<file path="config.mk">
export PLATFORM = sky130hd
export DESIGN_NAME = bank_slot_master
export DESIGN_NICKNAME = d
export VERILOG_FILES = /design/src/rtl/bank_pkg.sv /design/src/rtl/bank_slot_rd_fifo.sv /design/src/rtl/bank_slot_master.sv
export SDC_FILE = /design/constraint.sdc
export NUM_CORES = 1
export LEC_CHECK = 0
export ABC_AREA = 1
export CAP_MARGIN = 5
export CORE_ASPECT_RATIO = 0.6
export CORE_MARGIN = 3
export CORE_UTILIZATION = 45
export DETAILED_ROUTE_END_ITERATION = 10
export GPL_ROUTABILITY_DRIVEN = 0
export PLACE_DENSITY = 0.67
export SETUP_SLACK_MARGIN = 0.1
export SLEW_MARGIN = 10
export SYNTH_ARGS = -nofsm -noshare
export SYNTH_HDL_FRONTEND = slang
export SYNTH_SLANG_ARGS = --single-unit
</file>
<file path="constraint.sdc">
create_clock -name clk -period 9.35 [get_ports clk]
set_input_delay 1.87 -clock clk [delete_from_list [all_inputs] [get_ports clk]]
set_output_delay 1.87 -clock clk [all_outputs]
set_load 0.01 [all_outputs]
</file>
<file path="src/rtl/bank_pkg.sv">
// Shared types and helpers for the bank slot initiator: row layout, FSM states
// and the bank-mask function applied to returned read rows.
package bank_pkg;

    localparam int unsigned NUM_BANKS  = 5;
    localparam int unsigned ADDR_WIDTH = 9;
    localparam int unsigned DATA_WIDTH = 32;
    localparam int unsigned ROW_WIDTH  = NUM_BANKS * DATA_WIDTH;

    typedef logic [NUM_BANKS-1:0][DATA_WIDTH-1:0] row_t;

    typedef enum logic [2:0] {
        StIdle,
        StWrRun,
        StRdRun,
        StRdDrain,
        StDone
    } state_e;

    function automatic row_t mask_apply(input row_t row, input logic [NUM_BANKS-1:0] mask);
        row_t res;
        for (int b = 0; b < NUM_BANKS; b++) begin
            res[b] = mask[b] ? row[b] : '0;
        end
        return res;
    endfunction

endpackage

</file>
<file path="src/rtl/bank_slot_rd_fifo.sv">
// Synchronous read-return FIFO with occupancy count; a push is accepted at full
// only when a pop happens in the same cycle.
module bank_slot_rd_fifo #(
    parameter int unsigned WIDTH = 160,
    parameter int unsigned DEPTH = 8,
    localparam int unsigned AW = $clog2(DEPTH),
    localparam int unsigned CW = AW + 1
) (
    input  logic             clk,
    input  logic             rst,
    input  logic             i_push,
    input  logic [WIDTH-1:0] i_data,
    input  logic             i_pop,
    output logic [WIDTH-1:0] o_data,
    output logic             o_empty,
    output logic [CW-1:0]    o_count
);

    logic [WIDTH-1:0] r_mem [DEPTH];
    logic [AW-1:0]    r_wptr;
    logic [AW-1:0]    r_rptr;
    logic [CW-1:0]    r_count;
    logic             w_full;
    logic             w_do_push;
    logic             w_do_pop;

    assign o_empty   = (r_count == '0);
    assign w_full    = (r_count == CW'(DEPTH));
    assign w_do_pop  = i_pop && !o_empty;
    assign w_do_push = i_push && (!w_full || w_do_pop);
    assign o_data    = r_mem[r_rptr];
    assign o_count   = r_count;

    always_ff @(posedge clk) begin
        if (w_do_push) begin
            r_mem[r_wptr] <= i_data;
        end
    end

    always_ff @(posedge clk or posedge rst) begin
        if (rst) begin
            r_wptr  <= '0;
            r_rptr  <= '0;
            r_count <= '0;
        end else begin
            if (w_do_push) begin
                r_wptr <= r_wptr + AW'(1);
            end
            if (w_do_pop) begin
                r_rptr <= r_rptr + AW'(1);
            end
            r_count <= r_count + CW'(w_do_push) - CW'(w_do_pop);
        end
    end

endmodule

</file>
<file path="src/rtl/bank_slot_master.sv">
// Burst initiator for one bank_ram_subsystem slot: issues one row command per
// cycle, streams write rows through and returns read rows via a credited FIFO.
module bank_slot_master
    import bank_pkg::*;
#(
    parameter int unsigned SLOT_FIFO_DEPTH = 4,
    parameter int unsigned RD_FIFO_DEPTH   = 8
) (
    input  logic                  clk,
    input  logic                  rst,
    input  logic                  job_valid,
    output logic                  job_ready,
    input  logic                  job_rw,
    input  logic [NUM_BANKS-1:0]  job_mask,
    input  logic [ADDR_WIDTH-1:0] job_base,
    input  logic [ADDR_WIDTH:0]   job_len,
    output logic                  job_done,
    input  logic                  src_valid,
    output logic                  src_ready,
    input  logic [ROW_WIDTH-1:0]  src_data,
    output logic                  snk_valid,
    input  logic                  snk_ready,
    output logic [ROW_WIDTH-1:0]  snk_data,
    output logic                  cmd_valid,
    output logic                  cmd_rw,
    output logic [NUM_BANKS-1:0]  cmd_mask,
    output logic [ADDR_WIDTH-1:0] cmd_addr,
    input  logic                  cmd_ready,
    output logic                  wvalid,
    output logic [ROW_WIDTH-1:0]  wdata,
    input  logic                  wready,
    input  logic                  rvalid,
    input  logic [ROW_WIDTH-1:0]  rdata
);

    localparam int unsigned LW = ADDR_WIDTH + 1;
    localparam int unsigned CW = ADDR_WIDTH + 2;
    localparam int unsigned FW = $clog2(RD_FIFO_DEPTH) + 1;
    localparam int unsigned SW = FW + 1;

    state_e                r_state;
    state_e                w_state_nxt;
    logic [ADDR_WIDTH-1:0] r_base;
    logic [LW-1:0]         r_len;
    logic [LW-1:0]         r_cmd_cnt;
    logic [LW-1:0]         r_dat_cnt;
    logic [FW-1:0]         r_outstanding;
    logic                  r_cmd_valid;
    logic                  r_cmd_rw;
    logic [NUM_BANKS-1:0]  r_cmd_mask;
    logic [ADDR_WIDTH-1:0] r_cmd_addr;

    logic                  w_job_acc;
    logic                  w_job_empty;
    logic                  w_cmd_hs;
    logic                  w_dat_hs;
    logic                  w_wr_gate;
    logic                  w_r_acc;
    logic                  w_pop;
    logic                  w_empty;
    logic                  w_cmd_raise;
    logic                  w_cmd_valid_nxt;
    logic [LW-1:0]         w_cmd_cnt_nxt;
    logic [LW-1:0]         w_dat_cnt_nxt;
    logic [FW-1:0]         w_out_nxt;
    logic [FW-1:0]         w_fifo_cnt;
    logic [FW-1:0]         w_fifo_cnt_nxt;
    row_t                  w_push_row;
    row_t                  w_pop_row;

    assign job_ready   = (r_state == StIdle);
    assign job_done    = (r_state == StDone);
    assign w_job_acc   = job_valid && job_ready;
    assign w_job_empty = (job_mask == '0) || (job_len == '0);

    assign cmd_valid = r_cmd_valid;
    assign cmd_rw    = r_cmd_rw;
    assign cmd_mask  = r_cmd_mask;
    assign cmd_addr  = r_cmd_addr;
    assign w_cmd_hs  = r_cmd_valid && cmd_ready;

    // Data may run at most SLOT_FIFO_DEPTH rows ahead of its commands.
    assign w_wr_gate = (r_state == StWrRun) && (r_dat_cnt < r_len) &&
                       ({1'b0, r_dat_cnt} < {1'b0, r_cmd_cnt} + CW'(SLOT_FIFO_DEPTH));
    assign wvalid    = src_valid && w_wr_gate;
    assign src_ready = wready && w_wr_gate;
    assign wdata     = src_data;
    assign w_dat_hs  = src_valid && wready && w_wr_gate;

    assign w_r_acc    = rvalid && (r_outstanding != '0);
    assign w_push_row = mask_apply(rdata, r_cmd_mask);
    assign snk_valid  = !w_empty;
    assign snk_data   = w_pop_row;
    assign w_pop      = snk_valid && snk_ready;

    assign w_cmd_cnt_nxt  = r_cmd_cnt + LW'(w_cmd_hs);
    assign w_dat_cnt_nxt  = r_dat_cnt + LW'(w_dat_hs);
    assign w_out_nxt      = r_outstanding + FW'(w_cmd_hs && !r_cmd_rw) - FW'(w_r_acc);
    assign w_fifo_cnt_nxt = w_fifo_cnt + FW'(w_r_acc) - FW'(w_pop);

    bank_slot_rd_fifo #(
        .WIDTH (ROW_WIDTH),
        .DEPTH (RD_FIFO_DEPTH)
    ) u_rd_fifo (
        .clk     (clk),
        .rst     (rst),
        .i_push  (w_r_acc),
        .i_data  (w_push_row),
        .i_pop   (w_pop),
        .o_data  (w_pop_row),
        .o_empty (w_empty),
        .o_count (w_fifo_cnt)
    );

    // Next command is judged on post-edge counts so handshakes can go back to back.
    always_comb begin
        w_cmd_raise = 1'b0;
        if (r_state == StWrRun) begin
            w_cmd_raise = (w_cmd_cnt_nxt < r_len) &&
                          ({1'b0, w_cmd_cnt_nxt} < {1'b0, w_dat_cnt_nxt} + CW'(SLOT_FIFO_DEPTH));
        end else if (r_state == StRdRun) begin
            w_cmd_raise = (w_cmd_cnt_nxt < r_len) &&
                          ({1'b0, w_out_nxt} + {1'b0, w_fifo_cnt_nxt} < SW'(RD_FIFO_DEPTH));
        end
        w_cmd_valid_nxt = (r_cmd_valid && !cmd_ready) || w_cmd_raise ||
                          (w_job_acc && !w_job_empty);
    end

    always_comb begin
        w_state_nxt = r_state;
        unique case (r_state)
            StIdle: begin
                if (w_job_acc) begin
                    w_state_nxt = w_job_empty ? StDone : (job_rw ? StWrRun : StRdRun);
                end
            end
            StWrRun: begin
                if (w_cmd_cnt_nxt == r_len && w_dat_cnt_nxt == r_len) begin
                    w_state_nxt = StDone;
                end
            end
            StRdRun: begin
                if (w_cmd_cnt_nxt == r_len) begin
                    w_state_nxt = StRdDrain;
                end
            end
            StRdDrain: begin
                if (r_outstanding == '0 && w_empty) begin
                    w_state_nxt = StDone;
                end
            end
            StDone:  w_state_nxt = StIdle;
            default: w_state_nxt = StIdle;
        endcase
    end

    always_ff @(posedge clk or posedge rst) begin
        if (rst) begin
            r_state       <= StIdle;
            r_base        <= '0;
            r_len         <= '0;
            r_cmd_cnt     <= '0;
            r_dat_cnt     <= '0;
            r_outstanding <= '0;
            r_cmd_valid   <= 1'b0;
            r_cmd_rw      <= 1'b0;
            r_cmd_mask    <= '0;
            r_cmd_addr    <= '0;
        end else begin
            r_state       <= w_state_nxt;
            r_cmd_valid   <= w_cmd_valid_nxt;
            r_outstanding <= w_out_nxt;
            if (w_job_acc) begin
                r_base     <= job_base;
                r_len      <= job_len;
                r_cmd_cnt  <= '0;
                r_dat_cnt  <= '0;
                r_cmd_rw   <= job_rw;
                r_cmd_mask <= job_mask;
                r_cmd_addr <= job_base;
            end else begin
                r_cmd_cnt <= w_cmd_cnt_nxt;
                r_dat_cnt <= w_dat_cnt_nxt;
                if (w_cmd_hs) begin
                    r_cmd_addr <= r_base + w_cmd_cnt_nxt[ADDR_WIDTH-1:0];
                end
            end
        end
    end

    // A read beat with nothing outstanding is a subsystem protocol error.
    assert property (@(posedge clk) disable iff (rst) (rvalid |-> (r_outstanding != '0)));

endmodule

</file>
# Word-level counts from Yosys, hierarchy flattened
# Memories as Yosys holds them, arrays and structs flattened.
# Index checks and enable logic that the tools add are counted.
# word_totals
inputBits,353
ramBits,1280
regBits,72
elab_cells,100
output_inout_bits,341
mem_count,1
# op_classes
order_cmp,5
n_eq_ne,11
n_mux,20
n_reduce_logical,36
addsub,14
# memory_table
memory,words,width,rd,rd_ports_with_merged_regs,wr,line_no,source
u_rd_fifo.r_mem,8,160,1,0,1,bank_slot_rd_fifo.sv:19,logic [WIDTH-1:0] r_mem [DEPTH];
# op_table
operator,count
32-bit two-way mux,5
10-bit by 3-bit adder with 11-bit output (second input constant),2
10-bit by 11-bit < comparator with 1-bit output,2
10-bit by 1-bit adder with 10-bit output,2
10-bit == test,2
10-bit < comparator,2
10-bit two-way mux,2
1-bit logical AND,19
9-bit two-way mux,2
3-bit two-way mux,5
4-bit by 1-bit adder with 4-bit output,3
3-bit one-hot mux with 4 select lines,1
4-bit by 1-bit subtractor with 4-bit output,3
10-bit logical NOT,1
9-bit adder,1
4-bit logical NOT,2
3-bit by 1-bit adder with 3-bit output (second input constant),2
3-bit by 2-bit == test with 1-bit output (second input constant),2
2-bit by 1-bit != test with 1-bit output (second input constant),3
4-bit by 4-bit adder with 5-bit output,1
1-bit logical NOT,5
5-bit logical NOT,1
5-bit by 4-bit < comparator with 1-bit output (second input constant),1
4-bit == test (second input constant),1
10 further kinds,16

# Depth between registers and ports, before layout
# Gate-level depths: netlist of run 1.
# logic_depth
word_depth,11
depth_mapped,31
ltp_nobuf,31

# By module
# Synthesis of run 1 repeated with hierarchy kept, for this count alone.
# unflattened
cells_unflattened,5473
hier_area_um2,59163.0
# by_module_without_submodules
mod,seq_area_each_um2,area_each_um2,cells_each,n_inst
bank_slot_rd_fifo,38687.1,51851.0,4327,1
bank_slot_master,1551.5,7312.0,1146,1

# Least setup slack after synthesis of run 1
# Ideal clock, no wire load.
# synth_path
path_kind,input-to-reg
from,input rvalid
to,"memory u_rd_fifo.r_mem[0][0], enable pin"
n_path_buf,0
setup_time_ns,0.682
stages,5
slack_ns,-0.535
arrival_ns,9.203
required_ns,8.668
path_cell_list,o31ai_1 > a31oi_2 > inv_1 > or2_1 > nor2_1
# synth_via
elab_chain_len,4
# synth_rtl
element,line_no,source
from (decl),bank_slot_master.sv:32,"input logic rvalid,"
1-bit logical AND,bank_slot_master.sv:90,assign w_r_acc = rvalid && (r_outstanding != '0);
1-bit logical AND,bank_slot_rd_fifo.sv:30,assign w_do_push = i_push && (!w_full || w_do_pop);
via u_rd_fifo.w_do_push,bank_slot_rd_fifo.sv:24,logic w_do_push;
1-bit two-way mux,bank_slot_rd_fifo.sv:35,if (w_do_push) begin
1-bit two-way mux (not written as such),bank_slot_rd_fifo.sv:36,r_mem[r_wptr] <= i_data;
to (decl),bank_slot_rd_fifo.sv:19,
# The timed path passes the listed nets, and every way through them passes these cells.

# Worst setup path in the final report of run 1
# layout_path
from,register u_rd_fifo.r_rptr[1]
to,output snk_data[154]
# layout_via
elab_chain_len,1
# layout_rtl
element,line_no,source
from (decl),bank_slot_rd_fifo.sv:21,logic [AW-1:0] r_rptr;
from (signal assigned),bank_slot_rd_fifo.sv:50,r_rptr <= r_rptr + AW'(1);
memory 8 x 160 bit,-,
to (decl),bank_slot_master.sv:23,"output logic [ROW_WIDTH-1:0] snk_data,"
# No other way between the ends.

==> run summary, run 1 <==
## Global routing
* 213000 um — wire length of the first global-routing pass
* 34300 — vias in the first global route
* 9 — antenna violations before repair
* 0 — total gr overflow
* 21.1% — Total GRT Usage
* 234 — maximum number of pins on one net before global-route repair

## Worst setup path
* 4420 ps — Crit path arrival time
* register — Worst Setup Start Kind
* 152 — Crit Path Max Fanout
* 28 — worst r2r path cells
* cmd_valid — worst reg2reg endpoint
* 3940 ps — setup slack of the most critical reg-to-reg path
* r_cmd_cnt[2] — worst reg2reg path startpoint
* output pin — endpoint type of the worst setup path
* 7480 ps — critical path required time
* register to output pin — path type of the worst setup path

## Synth
* 0 — yosys synthesis warning count
* 70.8% — sequential cell area fraction in the yosys report
* 5.33% — FFs w/ async S/R, synth
* sky130_fd_sc_hd__edfxtp_1 68%, sky130_fd_sc_hd__nor2_1 7.7%, sky130_fd_sc_hd__o21ai_0 5.6% — Synth area leaders
* 0.0568 sq mm — summed instance area of the synthesized netlist
* 1280 x sky130_fd_sc_hd__edfxtp_1, 1171 x sky130_fd_sc_hd__nor2_1, 631 x sky130_fd_sc_hd__o21ai_0 — most used standard cells in the synthesized netlist
* 4808 — Mapped Cells
* 11.8 sq um — per-instance average area after synthesis
* sky130_fd_sc_hd__edfxtp_1 — post-synthesis cell type with the largest combined area
* 49 — Synth cell types
* sky130_fd_sc_hd__edfxtp_1 — most frequently used cell type in the post-synthesis netlist
* 1352 — number of register bits inferred by synthesis
* 67.6% — area share of the leading cell type in the synthesized netlist
* sky130_fd_sc_hd__edfxtp_1 — Synth Flop Type
* 5235 — synthesized netlist net count
* 1280 — number of synthesized flops with an enable pin

## Drt
* 0 — final antenna-violating net count
* 21.0 um — routed wirelength normalized by instance count
* 4021 — First DRT Iteration DRCs
* 141000 um — Routed WL
* 6 — Pre-Repair DR Iteration Count
* 36000 — total via count after detailed routing
* 0 — remaining design rule violation count
* 5.37 — drt via density

## Min path
* register to register — hold crit path type
* 2 — cell depth of the worst hold path
* cmd_addr[6] — Worst Hold Endpoint
* cmd_addr[6] — launch point of the worst hold path

## STA
* 0 — final-report max-slew violation count
* 67.3% — fraction of the cycle the final worst path needs
* 159 MHz — achievable clock frequency
* 0 — Finish-stage setup viols
* 6290 ps — fin crit period
* 39.6 ps — Fin Clk Skew
* no — setup repair after global routing missed its margin
* 15.5% — worst relative slew slack
* 0 — final-report hold violation count
* 1270 ps — actual transition at the worst max-transition pin

## Place
* 373 — count of input and output buffers
* 75500 um — post-detailed-placement half-perimeter wirelength
* 6479 — count of placed standard cells including taps

## Power
* 0.316 mV — maximum resistive drop on vdd
* 312 mW/mm^2 — Power per Cell Area
* 23.3 nW — standby leakage power
* 0.0202 W — final total power

## Die
* 45.6% — starting utilization of the core area
* 281 um — vertical die dimension
* 465 um — chip width
* 694 — Boundary Pins
* 0.125 sq mm — Core ar.
* 100 — placement row count
* 0.131 sq mm — area of the die

## Cells and area
* 5.45% — fraction of final layout cells sized beyond drive strength 1
* 14.0% — layout overhead on the synthesized area
* 5346 — # nets final
* 6711 — Layout Cells excl Fill

## Clock network
* 70 ps — clock slew at the register clock pins of the worst setup and hold paths
* 121 — Num CTS Buffers
* sky130_fd_sc_hd__clkbuf_16 — cell at the root of the clock tree
* 730 ps — source-to-sink clock delay at the later pin of the worst-skew pair
* 0 — hold buffer count at cts
* 0 — Post CTS Setup Buffer Count
* 0 — number of gates given a new drive strength after cts
* 3 — number of H-tree branching levels
* 1352 — count of clock tree sinks
* 3 — Clock Tree Buf Depth
* built — CTS tree

## Outcome
* finished clean — outcome

## Flow run
* 0 — count of maximum capacitance violations

==> stage by stage <==
step	utilization [%]	setup WS [ps]	hold slack [ps]	area, sq um	setup TNS (ps)
after CTS	52.0	2900	493	64800	0
after detailed placement	48.9	3720	474	60900	0
after global routing	52.0	2740	518	64800	0
after floorplan	-	-535	455	56800	-564070
final	52.0	3060	484	64800	0
after global placement	48.9	3670	467	60900	0
==> cell families after synthesis <==
kind of cell    Yosys count  synth area share (%)
simple gates           1599                  11.0
flops                  1352                  70.8
compound gates         1051                  10.1
buf+inv                 703                  5.98
fa+ha+maj                74                  1.68
xor+xnor                 29                 0.447
==> power by group <==
part           switching (W)  total (W)  internal (W)
registers           0.000256    0.00782       0.00756
logic                0.00473    0.00744       0.00271
clock network        0.00220    0.00497       0.00277
==> worst max-delay path by stage <==
stage / start / end / slack (ps)
after floorplan: rvalid / u_rd_fifo.r_mem[0][0] / -540
final: u_rd_fifo.r_rptr[1] / snk_data[154] / 3060
after global placement: u_rd_fifo.r_rptr[1] / snk_data[154] / 3670
after CTS: u_rd_fifo.r_rptr[1] / snk_data[127] / 2900
after detailed placement: u_rd_fifo.r_rptr[1] / snk_data[154] / 3720
after global routing: u_rd_fifo.r_rptr[1] / snk_data[154] / 2740
==> final cells by class <==
type / count / area (sq um)
Antenna cell: 4 / 10.0
Clock buffer: 151 / 3170
Clock inverter: 77 / 756
Fill cell: 10600 / 59800
Inverter: 266 / 1020
Multi-Input combinational cell: 2753 / 13300
Sequential cell: 1352 / 40200
Tap cell: 1683 / 2110
Timing Repair Buffer: 425 / 4240
==> state kept, by name, summed over array words and instances, names as in the netlist <==
| register | flops |
|---|---|
| u_rd_fifo.r_rptr | 3 |
| r_base | 9 |
| cmd_rw | 1 |
| u_rd_fifo.r_wptr | 3 |
| r_len | 10 |
| cmd_valid | 1 |
| r_outstanding | 4 |
| r_dat_cnt | 10 |
| r_cmd_cnt | 10 |
| u_rd_fifo.r_mem | 1280 |
| cmd_addr | 9 |
| u_rd_fifo.o_count | 4 |
| r_state | 3 |
| cmd_mask | 5 |
==> worst max-delay path: stages, from the launching register on <==
cell                              delay (ps)
sky130_fd_sc_hd__dfrtp_4                 810
sky130_fd_sc_hd__buf_12                  510
sky130_fd_sc_hd__buf_4                   750
sky130_fd_sc_hd__o21ai_0                 190
sky130_fd_sc_hd__o22ai_1                 190
sky130_fd_sc_hd__nor2_1                   60
sky130_fd_sc_hd__a31oi_1                 330
sky130_fd_sc_hd__clkdlybuf4s50_1         610
==> routing by layer <==
metal / GRT usage, % / wire, um
met5: 0.211 / 88
met4: 4.94 / 2770
met3: 4.48 / 9460
met2: 32.1 / 64200
met1: 31.1 / 64600
==> layout by cell type (no fill, tap or decap), drive strengths merged, types with 2 or more instances in the layout <==
master,Yosys,final
or2,6,6
a31oi,166,166
clkinvlp,0,5
edfxtp,1280,1280
o31ai,3,3
a21oi,37,37
buf,243,52
nor4,3,3
ha,70,70
inv,265,271
fa,4,4
nand4,9,9
o22ai,161,161
nor2,1176,1176
nand3b,4,4
bufinv,0,13
a21o,2,2
xnor2,5,5
dfrtp,72,72
nand3,39,39
nand2,348,348
clkdlybuf4s50,0,373
xor2,24,24
clkbuf,194,151
o21ai,673,673
o21bai,3,3
clkinv,1,54
nor3,13,13
diode,0,4
No activity file was read; power rests on OpenSTA's default activity.
==> inputs of run 2 (changes only) <==
- clock period: 9.35 -> 6.2 ns (I/O delays scaled with it)
==> run 2 against run 1 <==
  * Clock-buffer cell count down 3
  * Register-to-register slack got worse by 2800 ps
  * First-iteration DRC count shrank 13%
  * Final cell count is 0.27% higher
  * Setup slack lost 2100 ps
  * Clock power increased by 43%
  * Non-clock buffer count increased by 29
  * Design area increased by 0.49%
==> run summary, run 2 (synthesis gave the netlist of run 1 again) <==
## Outcome
* finished clean — outcome

## Power
* 0.509 mV — maximum resistive drop on vdd, +61%
* 0.0109 W — Sw Pwr, +52%
* 35.9% — Switching Share, +0.38 points
* 38.7% — Flop pwr share, about the same
* 37.9% — Comb pwr share, +1.1 points
* 23.4 nW — standby leakage power, +0.55%
* 467 mW/mm^2 — Power per Cell Area, +50%
* 23.4% — clock share of power, -1.2 points
* 0.0195 W — Int Power, +50%

## STA
* 933 ps — setup slack of the critical path after layout, -2120 ps
* 190 MHz — achievable clock frequency
* 0 — final-report hold violation count, unchanged
* 84.9% — fraction of the cycle the final worst path needs
* 5270 ps — fin crit period
* 0 ps — sum of negative setup slack, unchanged
* 27.1% — worst relative slew slack, +12 points
* 1090 ps — actual transition at the worst max-transition pin, -177 ps
* no — setup repair after global routing missed its margin
* 495 ps — Fin Hold WS, +10.3 ps
* 0 — final-report max-slew violation count, unchanged
* 51.0 ps — Fin Clk Skew, +11.4 ps
* 0 — Finish-stage setup viols, unchanged

## Worst setup path
* output pin — endpoint type of the worst setup path
* buffers and inverters — family with the most delay on the worst path
* 4960 ps — critical path required time, -2520 ps
* 900 ps — largest incremental delay on the critical path, +90 ps
* buf_4, o21ai_0, o22ai_1, nor2_1, a31oi_1, clkdlybuf4s50_1 — crit path cell chain
* sky130_fd_sc_hd__dfrtp_4 — cell with the largest stage delay on the worst path
* 88 — Crit Path Max Fanout, -42%
* 4030 ps — Crit path arrival time, -390 ps
* register — Worst Setup Start Kind
* 2 — Critical path buffers and inverters, -1
* register to output pin — path type of the worst setup path

## Cells and area
* 5.85% — fraction of final layout cells sized beyond drive strength 1, +0.40 points
* 14.6% — layout overhead on the synthesized area
* 1280 — flip-flop count of the largest register after layout, unchanged
* sky130_fd_sc_hd__edfxtp_1 — most frequent standard cell in the layout excluding fill and tap cells
* 5374 — # nets final, +0.52%
* 1280 x sky130_fd_sc_hd__edfxtp_1, 1163 x sky130_fd_sc_hd__nor2_1, 631 x sky130_fd_sc_hd__o21ai_0 — top library cells by usage in the layout, fill and taps aside
* u_rd_fifo.r_mem — register containing the most flip-flops in the final layout

## Place
* 1260 ps — Post-Place Setup Slack, -2460 ps
* 373 — count of input and output buffers, unchanged
* 78200 um — post-detailed-placement half-perimeter wirelength, +3.6%

## Die
* 0.125 sq mm — Core ar., unchanged
* 465 um — chip width, unchanged
* 100 — placement row count, unchanged
* 0.131 sq mm — area of the die, unchanged
* 694 — Boundary Pins, unchanged
* 45.6% — starting utilization of the core area, unchanged
* 281 um — vertical die dimension, unchanged

## Clock network
* 3 — Clock Tree Buf Depth, unchanged
* 0 — hold buffer count at cts, unchanged
* 70 ps — clock slew at the register clock pins of the worst setup and hold paths, about the same
* built — CTS tree
* 0 — Post CTS Setup Buffer Count, unchanged
* 120 — Num CTS Buffers, -0.83%
* sky130_fd_sc_hd__clkbuf_16 — cell at the root of the clock tree
* 740 ps — source-to-sink clock delay at the later pin of the worst-skew pair, about the same
* 3 — number of H-tree branching levels, unchanged
* 0 — number of gates given a new drive strength after cts, unchanged
* 1352 — count of clock tree sinks, unchanged

## Drt
* 36200 — total via count after detailed routing, +0.36%
* 6 — Pre-Repair DR Iteration Count, unchanged
* 0 — remaining design rule violation count, unchanged
* 5.37 — drt via density, about the same
* 21.0 um — routed wirelength normalized by instance count, -0.24%
* 141000 um — Routed WL, about the same
* 0 — final antenna-violating net count, unchanged
* 3514 — First DRT Iteration DRCs, -13%

## Global routing
* 21.1% — Total GRT Usage, -0.027 points
* 31.0% — met1 demand-to-capacity share in global routing, -0.10 points
* 135 — maximum number of pins on one net before global-route repair, -42%
* met2 — busiest metal layer after global routing
* 34900 — vias in the first global route, +1.5%
* 9 — antenna violations before repair, unchanged
* 4.11% — met3 global-route usage, -0.36 points
* 0 — total gr overflow, unchanged
* 32.4% — global-route met2 utilization, +0.29 points
* 214000 um — wire length of the first global-routing pass, +0.24%

## Flow run
* 0 — count of maximum capacitance violations, unchanged

## Min path
* register to register — hold crit path type

-- run 2: cell types whose count changed in the layout (fill, tap and decap cells not counted) --
cell / before / now
sky130_fd_sc_hd__clkbuf_1: 27 / 25
sky130_fd_sc_hd__diode_2: 4 / 3
sky130_fd_sc_hd__buf_4: 43 / 46
sky130_fd_sc_hd__clkinv_16: 1 / 2
sky130_fd_sc_hd__clkbuf_8: 3 / 2
sky130_fd_sc_hd__buf_12: 9 / 35
sky130_fd_sc_hd__clkinv_4: 2 / 0
sky130_fd_sc_hd__inv_6: 4 / 5
sky130_fd_sc_hd__clkinv_8: 1 / 2
sky130_fd_sc_hd__bufinv_16: 13 / 5
-- run 2: area by class of cell --
cell class / instances / area, sq um
clock inverter: 70 / 553
antenna: 3 / 7.51
timing repair buffer: 454 / 4780
multi-input combinational: 2753 / 13300
tap: 1683 / 2110
inverter: 266 / 1020
fill: 10600 / 59500
clock buffer: 148 / 3150
sequential: 1352 / 40200
-- run 2: routing by layer --
layer	vias to the layer above	share of wire (%)
met2	1274	45
met4	6	1.9
met3	182	6.7
met5	-	0.043
li1	17000	-
met1	17700	46
-- run 2: worst paths after layout --
path	start	endpoint	slack [ps]	cells past startpoint
hold reg to reg	cmd_addr[6]	cmd_addr[6]	490	2
setup reg to reg	r_cmd_cnt[2]	cmd_valid	1110	31
max in group asynchronous	rst	r_cmd_cnt[1]	4170	3
setup / recovery	u_rd_fifo.r_rptr[0]	snk_data[89]	930	6
min in group asynchronous	rst	cmd_rw	980	2
hold / removal	cmd_addr[6]	cmd_addr[6]	490	2
-- run 2: through the flow --
| step | instances | instance area (sq um) | power (W) | utilization [%] |
|---|---|---|---|---|
| 5_1_grt | 6729 | 65100 | 0.0322 | 52.3 |
| 2_1_floorplan | 4808 | 56900 | 0.0187 | - |
| 4_1_cts | 6726 | 65100 | 0.0308 | 52.3 |
| 3_5_place_dp | 6508 | 61400 | 0.0236 | 49.3 |
| 6_report | 6729 | 65100 | 0.0304 | 52.3 |
| 3_3_place_gp | 6508 | 61400 | 0.0234 | 49.3 |
-- run 2: worst min-delay path, stage by stage (launching register included) --
cell and delay [ps]:
sky130_fd_sc_hd__dfrtp_1 350, sky130_fd_sc_hd__nand2_1 60, sky130_fd_sc_hd__nand2_1 60
-- run 2: power by group through the flow --
stage          logic, W  registers (W)  clock network [W]
5_1_grt          0.0127         0.0119            0.00767
4_1_cts          0.0117         0.0118            0.00730
2_1_floorplan   0.00673         0.0120                  0
3_5_place_dp     0.0116         0.0120                  0
6_report         0.0115         0.0118            0.00713
3_3_place_gp     0.0115         0.0119                  0
